**config.mk**
```make
export PLATFORM = sky130hd
export DESIGN_NAME = picosoc_iomem_arbiter
export DESIGN_NICKNAME = d
export VERILOG_FILES = /design/src/rtl/picosoc_iomem_pkg.sv /design/src/rtl/picosoc_bus_timeout.sv /design/src/rtl/picosoc_iomem_arbiter.sv
export SDC_FILE = /design/constraint.sdc
export NUM_CORES = 1
export LEC_CHECK = 0
export BUFFER_PORTS_ARGS = -buffer_cell sky130_fd_sc_hd__buf_2
export CAP_MARGIN = 20
export CORE_AREA = 2 2 134 136
export CTS_BUF_LIST = sky130_fd_sc_hd__clkbuf_4
export DETAILED_ROUTE_END_ITERATION = 10
export DIE_AREA = 0 0 136 138
export PLACE_DENSITY = 0.61
export SYNTH_ARGS = -nofsm -noshare
export SYNTH_HDL_FRONTEND = slang
export SYNTH_HIERARCHICAL = 1
export SYNTH_SLANG_ARGS = --single-unit
```
**constraint.sdc**
```tcl
create_clock -name clk -period 9.55 [get_ports clk]
set_input_delay 0.955 -clock clk [delete_from_list [all_inputs] [get_ports clk]]
set_output_delay 0.955 -clock clk [all_outputs]
set_load 0.005 [all_outputs]
```
**src/rtl/picosoc_iomem_pkg.sv**
```systemverilog
// Shared types and helpers for the picosoc iomem two-master arbiter.
package picosoc_iomem_pkg;

   typedef enum logic [1:0] {
      IDLE = 2'd0,
      BUSY = 2'd1,
      RESP = 2'd2
   } iomem_arb_state_t;

   localparam int IOMEM_REQ_N = 2;

   // On contention pick the requester that was not granted last time.
   function automatic logic rr_pick(input logic [IOMEM_REQ_N-1:0] valid, input logic last);
      if (&valid) begin
         return ~last;
      end
      return valid[1];
   endfunction

endpackage

```
**src/rtl/picosoc_bus_timeout.sv**
```systemverilog
// Saturating 16-bit bus watchdog; expired is raised on the last allowed cycle.
module picosoc_bus_timeout #(
   parameter int unsigned TIMEOUT_CYCLES = 256
) (
   input  logic clk,
   input  logic reset,
   input  logic clear,
   input  logic enable,
   output logic expired
);

   localparam logic [15:0] LIMIT = 16'(TIMEOUT_CYCLES - 1);

   logic [15:0] count_reg;

   always_ff @(posedge clk or posedge reset) begin
      if (reset) begin
         count_reg <= '0;
      end else if (clear) begin
         count_reg <= '0;
      end else if (enable && (count_reg != 16'hFFFF)) begin
         count_reg <= count_reg + 16'd1;
      end
   end

   assign expired = enable && (count_reg == LIMIT);

endmodule

```
**src/rtl/picosoc_iomem_arbiter.sv**
```systemverilog
// Round-robin sharing of one iomem slave between two masters, with a watchdog
// that completes a stalled transfer with an error word and logs its address.
module picosoc_iomem_arbiter
   import picosoc_iomem_pkg::*;
#(
   parameter int unsigned TIMEOUT_CYCLES = 256,
   parameter logic [31:0] ERR_RDATA      = 32'hFFFF_FFFF
) (
   input  logic        clk,
   input  logic        reset,
   input  logic        m0_valid,
   input  logic [3:0]  m0_wstrb,
   input  logic [31:0] m0_addr,
   input  logic [31:0] m0_wdata,
   output logic [31:0] m0_rdata,
   output logic        m0_ready,
   input  logic        m1_valid,
   input  logic [3:0]  m1_wstrb,
   input  logic [31:0] m1_addr,
   input  logic [31:0] m1_wdata,
   output logic [31:0] m1_rdata,
   output logic        m1_ready,
   output logic        s_valid,
   output logic [3:0]  s_wstrb,
   output logic [31:0] s_addr,
   output logic [31:0] s_wdata,
   input  logic [31:0] s_rdata,
   input  logic        s_ready,
   output logic        err_flag,
   output logic [31:0] err_addr,
   input  logic        err_clear
);

   iomem_arb_state_t state_reg;
   logic             grant_reg;
   logic             last_reg;
   logic [IOMEM_REQ_N-1:0] ready_reg;
   logic [31:0]      rdata_reg [IOMEM_REQ_N];
   logic             err_flag_reg;
   logic [31:0]      err_addr_reg;

   logic [IOMEM_REQ_N-1:0] req_valid;
   logic [3:0]       req_wstrb [IOMEM_REQ_N];
   logic [31:0]      req_addr  [IOMEM_REQ_N];
   logic [31:0]      req_wdata [IOMEM_REQ_N];
   logic             grant_next;
   logic             timer_expired;

   assign req_valid    = {m1_valid, m0_valid};
   assign req_wstrb[0] = m0_wstrb;
   assign req_wstrb[1] = m1_wstrb;
   assign req_addr[0]  = m0_addr;
   assign req_addr[1]  = m1_addr;
   assign req_wdata[0] = m0_wdata;
   assign req_wdata[1] = m1_wdata;

   assign grant_next = rr_pick(req_valid, last_reg);

   picosoc_bus_timeout #(
      .TIMEOUT_CYCLES(TIMEOUT_CYCLES)
   ) u_timeout (
      .clk    (clk),
      .reset  (reset),
      .clear  (state_reg != BUSY),
      .enable (state_reg == BUSY),
      .expired(timer_expired)
   );

   // The request is forwarded straight from the granted master so an abandon
   // withdraws it from the slave in the same cycle.
   assign s_valid = (state_reg == BUSY) && req_valid[grant_reg];
   assign s_wstrb = req_wstrb[grant_reg];
   assign s_addr  = req_addr[grant_reg];
   assign s_wdata = req_wdata[grant_reg];

   always_ff @(posedge clk or posedge reset) begin
      if (reset) begin
         state_reg    <= IDLE;
         grant_reg    <= 1'b0;
         last_reg     <= 1'b1;
         ready_reg    <= '0;
         err_flag_reg <= 1'b0;
         err_addr_reg <= '0;
         for (int i = 0; i < IOMEM_REQ_N; i++) begin
            rdata_reg[i] <= '0;
         end
      end else begin
         ready_reg <= '0;
         // A timeout below overrides this clear.
         if (err_clear) begin
            err_flag_reg <= 1'b0;
         end
         case (state_reg)
            IDLE: begin
               if (|req_valid) begin
                  grant_reg <= grant_next;
                  last_reg  <= grant_next;
                  state_reg <= BUSY;
               end
            end
            BUSY: begin
               if (!req_valid[grant_reg]) begin
                  state_reg <= IDLE;
               end else if (s_ready) begin
                  rdata_reg[grant_reg] <= s_rdata;
                  ready_reg[grant_reg] <= 1'b1;
                  state_reg            <= RESP;
               end else if (timer_expired) begin
                  rdata_reg[grant_reg] <= ERR_RDATA;
                  ready_reg[grant_reg] <= 1'b1;
                  err_flag_reg         <= 1'b1;
                  if (!err_flag_reg) begin
                     err_addr_reg <= s_addr;
                  end
                  state_reg <= RESP;
               end
            end
            RESP: begin
               state_reg <= IDLE;
            end
            default: begin
               state_reg <= IDLE;
            end
         endcase
      end
   end

   assign m0_ready = ready_reg[0];
   assign m1_ready = ready_reg[1];
   assign m0_rdata = rdata_reg[0];
   assign m1_rdata = rdata_reg[1];
   assign err_flag = err_flag_reg;
   assign err_addr = err_addr_reg;

endmodule
```
==> metrics.txt <==
status=completed; main combinational cell family by area after synthesis=multiplexers; vias in the first global route=around 5100; number of levels in the clock H-tree=4; number of buffers created by CTS=17; horizontal die dimension=136 um; core area=17500 um^2; worst rel slew slack=43.8%; fraction of final layout cells sized beyond drive strength 1=a little over two thirds; cts hold-fix bufs=0; initial antenna violation count=2; maximum VDD drop=between 0.1 and 0.15 mV; buffer cell driving the clock tree root=sky130_fd_sc_hd__clkbuf_4; Initial DRC Count=145; detailed-route via count=4910; # DRC=0; clock tree sinks=119; FF+latch count, synth=119; combinational share of power=41.3%; total routed wirelength=~19000 um; cell area power density=231 nW/um^2; part of the Yosys area used for sequential elements=50.6%; starting density of the core=roughly a third; synth cell count leaders=sky130_fd_sc_hd__mux2_2 (166), sky130_fd_sc_hd__dfrtp_1 (118), sky130_fd_sc_hd__nand2b_1 (34); Reg power frac=39.7%; leakage power total=3.92 nW; count of mapped cells out of synthesis=447; CTS tree=yes; post-detailed-route wirelength per cell=18.8 um; area fraction in and, or, nand and nor cells after synthesis=10.6%; unrepaired setup endpoints after global routing=no; most repeated cell in the gate-level netlist after synthesis=sky130_fd_sc_hd__mux2_2; detailed placer's ending HPWL=approximately 15000 um; die outline area=between 15000 and 20000 um^2; area post-placement=7780 um^2; Setup Skew=0.0203 ns; Fmax=286 MHz; residual antenna-violating net count after detailed routing=0; slew of the pin with the lowest slew margin=0.842 ns; total grt overflow=0; Post-CTS Setup Repair Bufs=0; Hold Violations, Final=0; area share of the largest cell type after synthesis=50.2%; adder-cell area share of the yosys netlist=0.213%; CP startpoint kind=register; share of the synthesized area in compound gates (AO/OA/AOI/OAI)=2.83%; worst hold path type=in -> async; element type at the critical path end=primary output; ports placed on the boundary=342; number of gates resized after cts=0; Psw=0.670 mW; Chip Height=138 um; last weighted congestion value of the routability-driven placer=0.813; buffer depth of the longest clock path=2; clock latency on the worst-skew pair=0.52 ns; EDFF count, synth=0; Placement Rows=49; number of slew-limit violations in the final report=0; maximum number of pins on one net before global-route repair=68; internal power component=~1.2 mW; accumulated negative setup slack=0 ns; post-synthesis mux area share=32.7%; Post-Syn Area per Cell=~13 um^2; critical path arrival=~2.5 ns; relative contribution of the clock network to total power=around a fifth; max-capacitance violation count=0; cell area after synthesis=5890 um^2; count of endpoints failing setup in the final report=0; shortest period the worst path allows=3.49 ns; Final Cell Area=8070 um^2; all-layer global routing usage=between 20% and 30%; dominant cell type by area after synthesis=sky130_fd_sc_hd__dfrtp_1; number of detailed-route iterations in the first pass=4; required time of the critical path=8.60 ns; top cells by area, synth=sky130_fd_sc_hd__dfrtp_1 (50%), sky130_fd_sc_hd__mux2_2 (32%), sky130_fd_sc_hd__nand2b_1 (3.6%); critical path peak fanout=45; net count after synthesis=slightly above 600; Synth Area in XOR/XNOR=0.149%; number of distinct standard cells referenced by the synthesized netlist=45; first-pass GRT wire length=around 29000 um; leading register cell type out of synthesis=sky130_fd_sc_hd__dfrtp_1; final period utilization=a little over a third; I/O Buffers=roughly 340; average via count per standard cell=4.75; clock transition at the register clock pins on the worst setup and hold paths after CTS=0.12 ns; Setup CP Type=reg -> out; number of synthesis warnings=6; Synth-to-Final Area Change=37.0%; switching share of power=35.9%; ys async rst share=100%; count of nets after finishing=between 900 and 1000
## per-layer routing
layer | wire [um] | track usage (%) | up-vias
met5 | 0 | 0 | -
met2 | 9510 | 34.7 | 226
met3 | 1800 | 6.60 | 32
met1 | 7450 | 23.4 | 2339
li1 | - | - | 2313
met4 | 686 | 8.88 | 0
## layout make-up
type,count,area (um^2)
Fill cell,1680,9470
Sequential cell,119,2980
Multi-Input combinational cell,298,2740
Timing Repair Buffer,347,1750
Tap cell,229,287
Clock inverter,15,148
Clock buffer,17,128
Inverter,6,25.0
Antenna cell,2,5.00
## cells by family after synthesis
kind of cell / count (synthesis)
DFF: 119
xor gates and xnor gates: 1
AOI/OAI and AO/OA: 26
and+or+nand+nor: 99
buffers and inverters: 30
muxes: 171
adders and majority gates: 1
## through the flow
step                      cells  hold WS [ns]  utilization, %  power (mW)  setup slack [ns]
after global placement      999         0.468            44.4        1.52              6.54
after CTS                  1031         0.408            46.0        1.90              5.97
after detailed placement    999         0.474            44.4        1.53              6.48
final                      1033         0.450            46.0        1.86              6.06
after global routing       1032         0.449            46.0        1.98              5.92
after floorplan             447         0.483               -        1.15              5.89
## worst paths after layout
path                       slack [ns]           end         start  cells after the start
max                              6.06   s_wdata[30]     grant_reg                      3
min                              0.45  err_addr[25]         reset                      2
max reg2reg                      6.52  m0_rdata[22]  state_reg[1]                     10
min reg2reg                      0.50  err_addr[28]  err_addr[28]                      1
max in group asynchronous        7.86  m0_rdata[22]         reset                      3
min in group clk                 0.50  err_addr[28]  err_addr[28]                      1
## critical path, cell delays in order (launching register included)
cell	delay [ns]
sky130_fd_sc_hd__dfrtp_2	0.81
sky130_fd_sc_hd__buf_4	0.58
sky130_fd_sc_hd__mux2_2	0.46
sky130_fd_sc_hd__buf_2	0.15
## power groups by stage
stage               sequential (mW)  combinational, mW  clock [mW]
detailed placement            0.748              0.785           0
global route                  0.761              0.828       0.391
CTS                           0.743              0.786       0.370
global placement              0.746              0.778           0
floorplan                     0.733              0.416           0
finish                        0.740              0.770       0.353
## placed cells by master, fill, tap and decap left out, types with 4 or more instances in the layout
master,n
sky130_fd_sc_hd__buf_4,6
sky130_fd_sc_hd__inv_1,5
sky130_fd_sc_hd__nand3_1,5
sky130_fd_sc_hd__nand2_1,12
sky130_fd_sc_hd__mux2_2,166
sky130_fd_sc_hd__o31ai_1,5
sky130_fd_sc_hd__nand2b_1,34
sky130_fd_sc_hd__a21oi_1,10
sky130_fd_sc_hd__o21ai_0,4
sky130_fd_sc_hd__clkinvlp_4,5
sky130_fd_sc_hd__dfrtp_1,117
sky130_fd_sc_hd__buf_2,341
sky130_fd_sc_hd__nor4_1,6
sky130_fd_sc_hd__nor2_1,14
sky130_fd_sc_hd__clkbuf_4,17
(Power assumes the default switching activity.)
